<file path="config.mk">
export PLATFORM = sky130hd
export DESIGN_NAME = bt_cmd_scheduler
export DESIGN_NICKNAME = d
export VERILOG_FILES = /design/src/rtl/bt_cmd_scheduler.sv
export SDC_FILE = /design/constraint.sdc
export NUM_CORES = 1
export LEC_CHECK = 0
export CAP_MARGIN = 20
export CORE_AREA = 10 10 158 160
export DETAILED_ROUTE_END_ITERATION = 10
export DIE_AREA = 0 0 168 170
export PLACE_DENSITY = 0.67
export SETUP_SLACK_MARGIN = 0.15
export SYNTH_ARGS = -nofsm -noshare
export SYNTH_HDL_FRONTEND = slang
export SYNTH_SLANG_ARGS = --single-unit
</file>
<file path="constraint.sdc">
create_clock -name clk -period 3.05 [get_ports clk]
set_clock_uncertainty 0.15 [all_clocks]
set_input_delay 0.4575 -clock clk [delete_from_list [all_inputs] [get_ports clk]]
set_output_delay 0.4575 -clock clk [all_outputs]
set_load 0.01 [all_outputs]
</file>
<file path="src/rtl/bt_cmd_scheduler.sv">
// bt_cmd_scheduler: round-robin TX/RX command sequencer driving bluetooth_encoder and streaming its AT command to the UART.
// Define BT_SCHED_TIMEOUT_EN to abort encoder waits after TIMEOUT_CYCLES cycles.
module bt_cmd_scheduler #(
    parameter int TIMEOUT_CYCLES = 64
) (
    input  logic         clk,
    input  logic         reset,
    input  logic         tx_req,
    input  logic [31:0]  tx_data,
    output logic         tx_ack,
    input  logic         rx_req,
    output logic         rx_ack,
    output logic         enc_start,
    output logic [3:0]   enc_command_select,
    output logic [31:0]  enc_input_data,
    input  logic [143:0] enc_output_data,
    input  logic         enc_done,
    output logic [7:0]   uart_data,
    output logic         uart_valid,
    input  logic         uart_ready,
    output logic         busy,
    output logic         err
);
    typedef enum logic [2:0] {IDLE, START, WAIT_LOW, WAIT_HIGH, SEND} state_t;
    state_t       state;
    logic         last_rx;
    logic [143:0] shift_reg;
    logic [4:0]   cnt;
    logic         pick_tx;
    // TX wins unless RX is also pending and TX was the last one granted
    assign pick_tx = tx_req && (!rx_req || last_rx);
    if (TIMEOUT_CYCLES < 1) begin : g_bad_timeout
        $error("TIMEOUT_CYCLES must be at least 1");
    end
`ifdef BT_SCHED_TIMEOUT_EN
    localparam int TW = $clog2(TIMEOUT_CYCLES + 1);
    logic [TW-1:0] tcnt;
    logic          waiting;
    assign waiting = (state == WAIT_LOW && enc_done) || (state == WAIT_HIGH && !enc_done);
`else
    assign err = 1'b0;
`endif
    always_ff @(posedge clk) begin
        if (reset) begin
            state              <= IDLE;
            last_rx            <= 1'b1;
            shift_reg          <= '0;
            cnt                <= '0;
            tx_ack             <= 1'b0;
            rx_ack             <= 1'b0;
            enc_start          <= 1'b0;
            enc_command_select <= 4'h0;
            enc_input_data     <= 32'h0;
            uart_data          <= 8'h0;
            uart_valid         <= 1'b0;
            busy               <= 1'b0;
`ifdef BT_SCHED_TIMEOUT_EN
            tcnt               <= '0;
            err                <= 1'b0;
`endif
        end else begin
            tx_ack    <= 1'b0;
            rx_ack    <= 1'b0;
            enc_start <= 1'b0;
            case (state)
                IDLE: if (tx_req || rx_req) begin
                    state              <= START;
                    busy               <= 1'b1;
                    enc_start          <= 1'b1;
                    tx_ack             <= pick_tx;
                    rx_ack             <= !pick_tx;
                    last_rx            <= !pick_tx;
                    enc_command_select <= pick_tx ? 4'h1 : 4'h2;
                    enc_input_data     <= pick_tx ? tx_data : 32'h0;
                end
                START: state <= WAIT_LOW;
                WAIT_LOW: if (!enc_done) state <= WAIT_HIGH;
                WAIT_HIGH: if (enc_done) begin
                    state      <= SEND;
                    shift_reg  <= enc_output_data;
                    cnt        <= (enc_command_select == 4'h1) ? 5'd18 : 5'd13;
                    uart_valid <= 1'b1;
                    uart_data  <= enc_output_data[7:0];
                end
                SEND: if (uart_ready) begin
                    if (cnt == 5'd1) begin
                        state              <= IDLE;
                        busy               <= 1'b0;
                        uart_valid         <= 1'b0;
                        uart_data          <= 8'h0;
                        enc_command_select <= 4'h0;
                        enc_input_data     <= 32'h0;
                    end else begin
                        shift_reg <= shift_reg >> 8;
                        uart_data <= shift_reg[15:8];
                    end
                    cnt <= cnt - 5'd1;
                end
                default: state <= IDLE;
            endcase
`ifdef BT_SCHED_TIMEOUT_EN
            err <= 1'b0;
            if (state == START || (state == WAIT_LOW && !enc_done)) tcnt <= '0;
            else if (waiting) begin
                tcnt <= tcnt + 1'b1;
                if (tcnt == TW'(TIMEOUT_CYCLES - 1)) begin
                    err                <= 1'b1;
                    state              <= IDLE;
                    busy               <= 1'b0;
                    enc_command_select <= 4'h0;
                    enc_input_data     <= 32'h0;
                end
            end
`endif
        end
    end
endmodule
</file>
**Word-level counts from Yosys, hierarchy flattened**

Cells that the tools add are included.

- Bits in registers: 202
- Word-level logic and storage cells: 78
- Input bits: 182

- Mux-type cells: 35
- Bitwise gates (word level): 2
- Equality and inequality tests: 12
- Add/subtract/negate cells: 1
- Reductions and logical operators: 16

Operators by type and width:

| cell | count |
|---|---|
| $mux 144 | 3 |
| $pmux 144 s2 | 1 |
| $mux 32 | 4 |
| $pmux 32 s2 | 1 |
| $mux 8 | 3 |
| $pmux 8 s2 | 1 |
| $mux 3 | 5 |
| $mux 5 | 3 |
| $pmux 3 s5 | 1 |
| $mux 4 | 3 |
| $ne 2x2->1 const B | 6 |
| $reduce_and 4->1 | 3 |
| $pmux 5 s2 | 1 |
| $pmux 4 s2 | 1 |
| $eq 3x2->1 const B | 2 |
| $eq 5x1->1 const B | 1 |
| $mux 1 | 5 |
| $reduce_and 5->1 | 1 |
| $sub 5x1->5 const B | 1 |
| $eq 4x1->1 const B | 1 |
| $pmux 1 s2 | 2 |
| $reduce_bool 2->1 | 2 |
| $eq 3x1->1 const B | 1 |
| $eq 3x3->1 const B | 1 |
| 10 further kinds | 13 |

**Longest topological paths before layout**

Gate-level depths: netlist of run 1.

- Depth in word-level cells: 6
- Mapped depth: 7
- Depth with buffers taken out: 5

**Least setup slack after synthesis of run 1**

Ideal clock, no wire load.

- Path type: reg-to-reg
- Start: register cnt[1]
- End: register enc_input_data[18]
- Arrival time: 1,486 ps
- Setup slack: 1,289 ps
- Stages on the path, launching flop included: 7
- Library setup time: 125 ps
- Path through: dfxtp_1 > inv_1 > ha_1 > or4b_4 > nor2_1 > clkbuf_2 > o21ai_0

- Longest elaborated chain between the ends: 3

RTL lines:

| what | line | text |
|---|---|---|
| start, declared | 28 | `logic [4:0] cnt;` |
| start signal, assigned | 81 | `cnt <= (enc_command_select == 4'h1) ? 5'd18 : 5'd13;` |
| start signal, assigned | 97 | `cnt <= cnt - 5'd1;` |
| $eq 5x1->1 | 86 | `if (cnt == 5'd1) begin` |
| $ne 2x2->1 (no source line) | n/a |  |
| $reduce_and 4->1 (no source line) | n/a |  |
| end signal, assigned | 74 | `enc_input_data <= pick_tx ? tx_data : 32'h0;` |
| end, declared | 15 | `output logic [31:0] enc_input_data,` |

Every way passes these cells.
A chain may end at the register's enable or synchronous reset.

**Worst setup path in the final report of run 1**

- Start: register cnt[0]
- End: register shift_reg[119]

- Longest elaborated chain between the ends: 3

RTL lines:

| what | line | text |
|---|---|---|
| $eq 5x1->1 | 86 |  |
| $ne 2x2->1 (no source line) | n/a |  |
| $reduce_and 4->1 (no source line) | n/a |  |
| end signal, assigned | 80 | `shift_reg <= enc_output_data;` |
| end signal, assigned | 94 | `shift_reg <= shift_reg >> 8;` |
| end, declared | 27 | `logic [143:0] shift_reg;` |

Every way passes these cells.

==> results of run 1 <==
-- where the power goes --
part / switching, W / total [W] / internal [W]
sequential: 0.0000959 / 0.00275 / 0.00265
clock: 0.00108 / 0.00217 / 0.00109
combinational: 0.000403 / 0.000943 / 0.000540
total: 0.00158 / 0.00586 / 0.00428
-- layer usage --
metal	vias up	GRT usage, %	share of wire (%)
li1	3611	-	-
met1	3574	24.46	48
met2	230	26.90	44
met3	14	5.966	7.3
met4	2	3.596	0.72
met5	-	0	0.049
-- layout by cell type (no fill, tap or decap), types with 2 or more instances in the layout --
master / n
a311oi_1: 8
mux2_2: 2
o22ai_1: 3
nor2b_1: 35
dfxtp_1: 192
nor2_1: 2
o221a_1: 16
and3_1: 3
a32o_1: 3
nand2_1: 54
nand2b_1: 3
o31ai_1: 2
conb_1: 3
inv_6: 3
o21a_1: 129
clkinvlp_4: 2
clkdlybuf4s50_1: 227
buf_12: 5
nand3b_1: 2
inv_1: 2
o221a_2: 112
clkinv_8: 3
inv_8: 2
a31oi_1: 2
nor3b_1: 3
o21ai_0: 32
o211ai_1: 9
a32oi_1: 33
and2_1: 32
nand3_1: 8
clkinv_4: 4
or2_2: 2
buf_4: 20
o21ai_1: 4
clkbuf_16: 17
nor3_1: 11
a21oi_1: 11
ha_1: 2
-- how the worst min path moves through the flow --
stage	from	to	slack, ps	depth (start not counted)
after floorplan	last_rx	last_rx	300	1
after global placement	last_rx	last_rx	330	1
after detailed placement	last_rx	last_rx	330	1
after CTS	last_rx	last_rx	340	1
after global routing	last_rx	last_rx	360	1
final	last_rx	last_rx	340	1
-- logic make-up (layout without fill, tap and decap cells) --
| kind of cell | after synthesis | after routing | synth area share [%] |
|---|---|---|---|
| DFF | 192 | 192 | 44.77 |
| AOI/OAI and AO/OA | 372 | 372 | 37.41 |
| buffers and inverters | 104 | 288 | 6.252 |
| other | 1 | 3 | 0.04368 |
| and+or+nand+nor | 168 | 168 | 10.97 |
| adders and majority gates | 2 | 2 | 0.2914 |
| muxes | 2 | 2 | 0.2623 |
-- final cells by class --
cell class / instances / area, sq um
Clock buffer: 17 / 425.4
Clock inverter: 15 / 152.6
Fill cell: 1944 / 10140
Inverter: 3 / 13.76
Multi-Input combinational cell: 547 / 4238
Sequential cell: 192 / 3844
Tap cell: 280 / 350.3
Timing Repair Buffer: 253 / 2527
-- per-stage QoR --
step	area (sq um)	total power (W)	std cells
4_1_cts	11550	0.005909	1307
5_1_grt	11550	0.006103	1307
3_5_place_dp	10970	0.003740	1275
2_1_floorplan	8593	0.003255	843
3_3_place_gp	10970	0.003737	1275
6_report	11550	0.005860	1307
-- worst max-delay path: cells and delay by family (launching register included) --
family / cells / cell delay (ps)
AO/OA/AOI/OAI: 1 / 220
AND/OR/NAND/NOR: 2 / 870
adder cells (fa/ha/maj): 1 / 180
flip-flops: 1 / 380
buffers and inverters: 1 / 330
==> impl_metrics.env, run 1 <==
export IMPL_tightest_slew_ps=815.6
export IMPL_grt_use_total_pct=17.90
export IMPL_cts_setup_buffers=0
export IMPL_hold_violations=0
export IMPL_grt_pass1_wl_mm=42.25
export IMPL_r2r_start="cnt[0]"
export IMPL_design_core_area_sq_um=21690
export IMPL_fin_nets=1198
export IMPL_htreeDepth=4
export IMPL_viasPerCell=5.686
export IMPL_synthTopCellsByArea="dfxtp_1 (45%), o221a_2 (15%), o21a_1 (11%), a32oi_1 (3.4%), clkbuf_1 (2.7%)"
export IMPL_antenna_found_initial=1
export IMPL_relSlewSlack_pct=45.62
export IMPL_grt_start_max_net_pins=129
export IMPL_synth_top_cell_area_share_pct=44.77
export IMPL_path_class="reg2reg"
export IMPL_period_share_pct=72.56
export IMPL_powerDensity_nw_per_um2=507.3
export IMPL_synth_largest_area_cell="dfxtp_1"
export IMPL_drtIter0Drc=683
export IMPL_cp_start_kind="flop"
export IMPL_ys_seq_area_share_pct=44.77
export IMPL_r2r_end="shift_reg[119]"
export IMPL_grt_pass1_vias=7431
export IMPL_rsz0062_at_grt="false"
export IMPL_area_growth_pct=34.54
export IMPL_setup_worst_path_start="cnt[0]"
export IMPL_routed_via_count=7431
export IMPL_cts_tree="yes"
export IMPL_synth_cell_area_sq_um=8586
export IMPL_fmax_mhz=451.9
export IMPL_syn_avg_cell_area_sq_um=10.21
export IMPL_die_x_um=168
export IMPL_clk_latency_ps=430
export IMPL_portBuffers=228
export IMPL_clock_path_buffers=2
export IMPL_r2r_slack_ps=840
export IMPL_drive_gt1_share_pct=17.82
export IMPL_routed_wl_mm=26.54
export IMPL_cts_buffers=17
export IMPL_ys_flop_type="dfxtp_1"
export IMPL_end_kind="flop"
export IMPL_max_vdd_ir_drop_mv=0.3062
export IMPL_cp_max_fo=24
export IMPL_ios=232
export IMPL_routabilityCongestion=0.7700
export IMPL_clk_pin_slew_ps=70
export IMPL_start_util_pct=39.59
export IMPL_drtPass1Iterations=5
export IMPL_cts_hold_buf=0
export IMPL_ant_nets=0
export IMPL_core_rowCount=54
export IMPL_fin_crit_ps=2213
export IMPL_avgRoutedWirePerCell_um=20.31
export IMPL_yosys_register_bits=192
export IMPL_worstPathCellList="ha_1 -> or4b_4 -> nand2_4 -> buf_4 -> o221a_2"
export IMPL_largest_reg_flops=136
export IMPL_clock_sinks=192
export IMPL_yosysMostFrequentCell="dfxtp_1"
export IMPL_final_core_utilization_pct=53.26
export IMPL_slowest_stage="or4b_4"
export IMPL_grt_overflow=0
export IMPL_syn_inst=841
export IMPL_synthTopCellsByCount="dfxtp_1 (192), o21a_1 (129), o221a_2 (112)"
export IMPL_setup_viol=0
export IMPL_hold_worst_slack_ps=338.5
export IMPL_cap_violations=0
export IMPL_ctsResizeCount=0
export IMPL_die_area_sq_um=28560
export IMPL_finalWorstSetupSlack_ps=836.9
export IMPL_antennaDiodeCount=0
export IMPL_ys_async_sr_fraction_pct=0
export IMPL_crit_path_end="shift_reg[119]"
export IMPL_cp_slowest_stage_delay_ps=580
export IMPL_status="finished, final reports clean"
export IMPL_fin_tns_setup_ps=0
export IMPL_die_h_um=170
export IMPL_synth_edf_count=0
export IMPL_cp_data_arrival_time_ps=2430
export IMPL_cts_root_buf="clkbuf_16"
export IMPL_cellLeakagePower_nw=4.013
export IMPL_ys_types=54
export IMPL_drv_slew=0
export IMPL_ys_warn_count=0
export IMPL_drc=0
export IMPL_worstRegToRegCells=5
export IMPL_crit_required_ps=3270
export IMPL_min_path_type="reg2reg"
export IMPL_hpwl_mm=17.87
export IMPL_place_ws_ps=600.8
(Power assumes the default switching activity.)
==> run 2, diff against run 1 <==
Settings changed: PLACE_DENSITY 0.67 to 0.7.
Clock period 3.05 ns to 1.9 ns, I/O delays scaled along.
==> run 2 against run 1 <==
  * The run now ends with negative setup slack left
  * Power is 66% higher
  * Register-to-register slack got worse by 900 ps
  * Critical path depth up 3
  * Worst hold slack got worse by 100 ps
  * Clock-buffer cell count increased by 1
  * Die area is the same
  * Core utilization increased by 8.0 points
  * Via count is 7.8% higher
  * Setup slack got worse by 900 ps
  * Cell count up 5.6%
  * Largest cell class unchanged
  * Highest routed layer unchanged
==> impl_metrics.env, run 2 (synthesis results as in run 1) <==
export IMPL_crit_required_ps=2120
export IMPL_p_int_w=0.007112
export IMPL_grt_use_total_pct=18.92
export IMPL_power_share_clock_pct=36.5
export IMPL_core_rowCount=54
export IMPL_violations="negative setup slack"
export IMPL_grt_start_max_net_pins=69
export IMPL_clock_sinks=192
export IMPL_min_path_cells=3
export IMPL_min_to="state[2]"
export IMPL_grt_pass1_wl_mm=44.34
export IMPL_min_path_type="in2reg"
export IMPL_p_sw_share_pct=26.83
export IMPL_fin_crit_ps=1961
export IMPL_hold_violations=0
export IMPL_fin_tns_setup_ps=-3552
export IMPL_switchingPower_w=0.002607
export IMPL_end_kind="flop"
export IMPL_r2r_slack_ps=-60
export IMPL_largest_reg_flops=136
export IMPL_cts_root_buf="clkbuf_16"
export IMPL_hpwl_mm=18.56
export IMPL_routed_via_count=8010
export IMPL_min_from="reset"
export IMPL_antenna_found_initial=2
export IMPL_clk_latency_ps=430
export IMPL_ant_nets=0
export IMPL_routed_wl_mm=31.22
export IMPL_htreeDepth=4
export IMPL_drtPass1Iterations=5
export IMPL_path_class="reg2reg"
export IMPL_final_common_cell="dfxtp_1"
export IMPL_clock_path_buffers=2
export IMPL_worstRegToRegCells=8
export IMPL_finalInstanceArea_sq_um=13290
export IMPL_drtIter0Drc=599
export IMPL_grt_pass1_vias=7814
export IMPL_final_instance_count_excl_fill=1380
export IMPL_dp_cells=1303
export IMPL_design_core_area_sq_um=21690
export IMPL_portBuffers=228
export IMPL_max_vdd_ir_drop_mv=0.4414
export IMPL_routabilityCongestion=0.7745
export IMPL_clk_pin_slew_ps=70
export IMPL_rsz0062_at_grt="true"
export IMPL_cts_buffers=17
export IMPL_die_area_sq_um=28560
export IMPL_cellLeakagePower_nw=5.041
export IMPL_drc=0
export IMPL_drive_gt1_share_pct=25.64
export IMPL_place_area_sq_um=11360
export IMPL_die_x_um=168
export IMPL_fin_nets=1271
export IMPL_avgRoutedWirePerCell_um=22.62
export IMPL_status="finished, violations left"
export IMPL_cp_data_arrival_time_ps=2180
export IMPL_finalWorstSetupSlack_ps=-60.70
export IMPL_start_util_pct=39.59
export IMPL_hold_worst_slack_ps=236.3
export IMPL_antennaDiodeCount=0
export IMPL_final_core_utilization_pct=61.30
export IMPL_cts_tree="yes"
export IMPL_cts_hold_buf=0
export IMPL_ios=232
export IMPL_viasPerCell=5.804
export IMPL_cp_start_kind="flop"
export IMPL_setup_viol=102
export IMPL_r2r_start="cnt[1]"
export IMPL_r2r_end="shift_reg[12]"
export IMPL_powerDensity_nw_per_um2=731.1
export IMPL_power_frac_comb_pct=18.1
export IMPL_period_share_pct=103.2
export IMPL_die_h_um=170
export IMPL_grt_overflow=0
export IMPL_fmax_mhz=510.0
export IMPL_cp_max_fo=7
export IMPL_seq_power_share_pct=45.4
export IMPL_final_cell_mix="dfxtp_1 (187), clkdlybuf4s50_1 (180), o21a_1 (129)"
export IMPL_drv_slew=0
export IMPL_cap_violations=0
export IMPL_area_growth_pct=54.84
[run 2: worst max path at each step]
stage	from	to	slack [ps]
6_report	cnt[1]	shift_reg[12]	-60
5_1_grt	cnt[1]	enc_input_data[10]	-120
2_1_floorplan	cnt[1]	shift_reg[100]	170
3_5_place_dp	enc_done	shift_reg[116]	-190
4_1_cts	cnt[1]	shift_reg[72]	-50
3_3_place_gp	enc_done	shift_reg[106]	-130
[run 2: final cells by class]
type	count	area (sq um)
clock inverters	14	151.4
multi-input cells	549	4796
fillers	1762	8394
inverters	3	13.76
repair buffers	324	3704
clock buffers	18	429.2
flip-flops and latches	192	3850
well taps	280	350.3
[run 2: timing repair]
| action | 4_1_cts | 5_1_grt |
|---|---|---|
| pin swaps | 2 | 19 |
| gates cloned | 6 | 21 |
| gates resized for setup | 64 | 98 |
| buffers inserted | 9 | 9 |
| endpoints found under the setup margin | 206 | 181 |
| endpoints found under the hold margin | 0 | 0 |
[run 2: stage by stage]
step,worst slack (ps),total power [W]
final,-60.70,0.009719
after global routing,-122.7,0.01009
after CTS,-45.08,0.009596
after detailed placement,-192.7,0.006091
after global placement,-134.4,0.006083
after floorplan,167.6,0.005226
[run 2: power by group through the flow]
stage | Sequential [W] | Combinational, W | Clock [W]
2_1_floorplan | 0.00448 | 0.000744 | 0
3_3_place_gp | 0.00448 | 0.00161 | 0
3_5_place_dp | 0.00448 | 0.00161 | 0
4_1_cts | 0.00439 | 0.00160 | 0.00361
5_1_grt | 0.00444 | 0.00188 | 0.00377
6_report | 0.00441 | 0.00175 | 0.00355
[run 2: critical path, stage by stage (launching register included)]
cell and delay, ps:
dfxtp_2 320, inv_2 70, ha_4 120, or4b_4 500
buf_12 180, nand2_8 130, buf_8 140, buf_12 110
o221a_1 170
[run 2: routing by layer]
metal / global-route usage (%) / share of wire, % / up-vias / wire, um
li1: - / - / 3780 / -
met1: 25.02 / 45 / 3915 / 14130
met2: 29.69 / 47 / 276 / 14590
met3: 5.344 / 6.5 / 35 / 2039
met4: 4.883 / 1.3 / 4 / 415
met5: 0 / 0.12 / - / 36
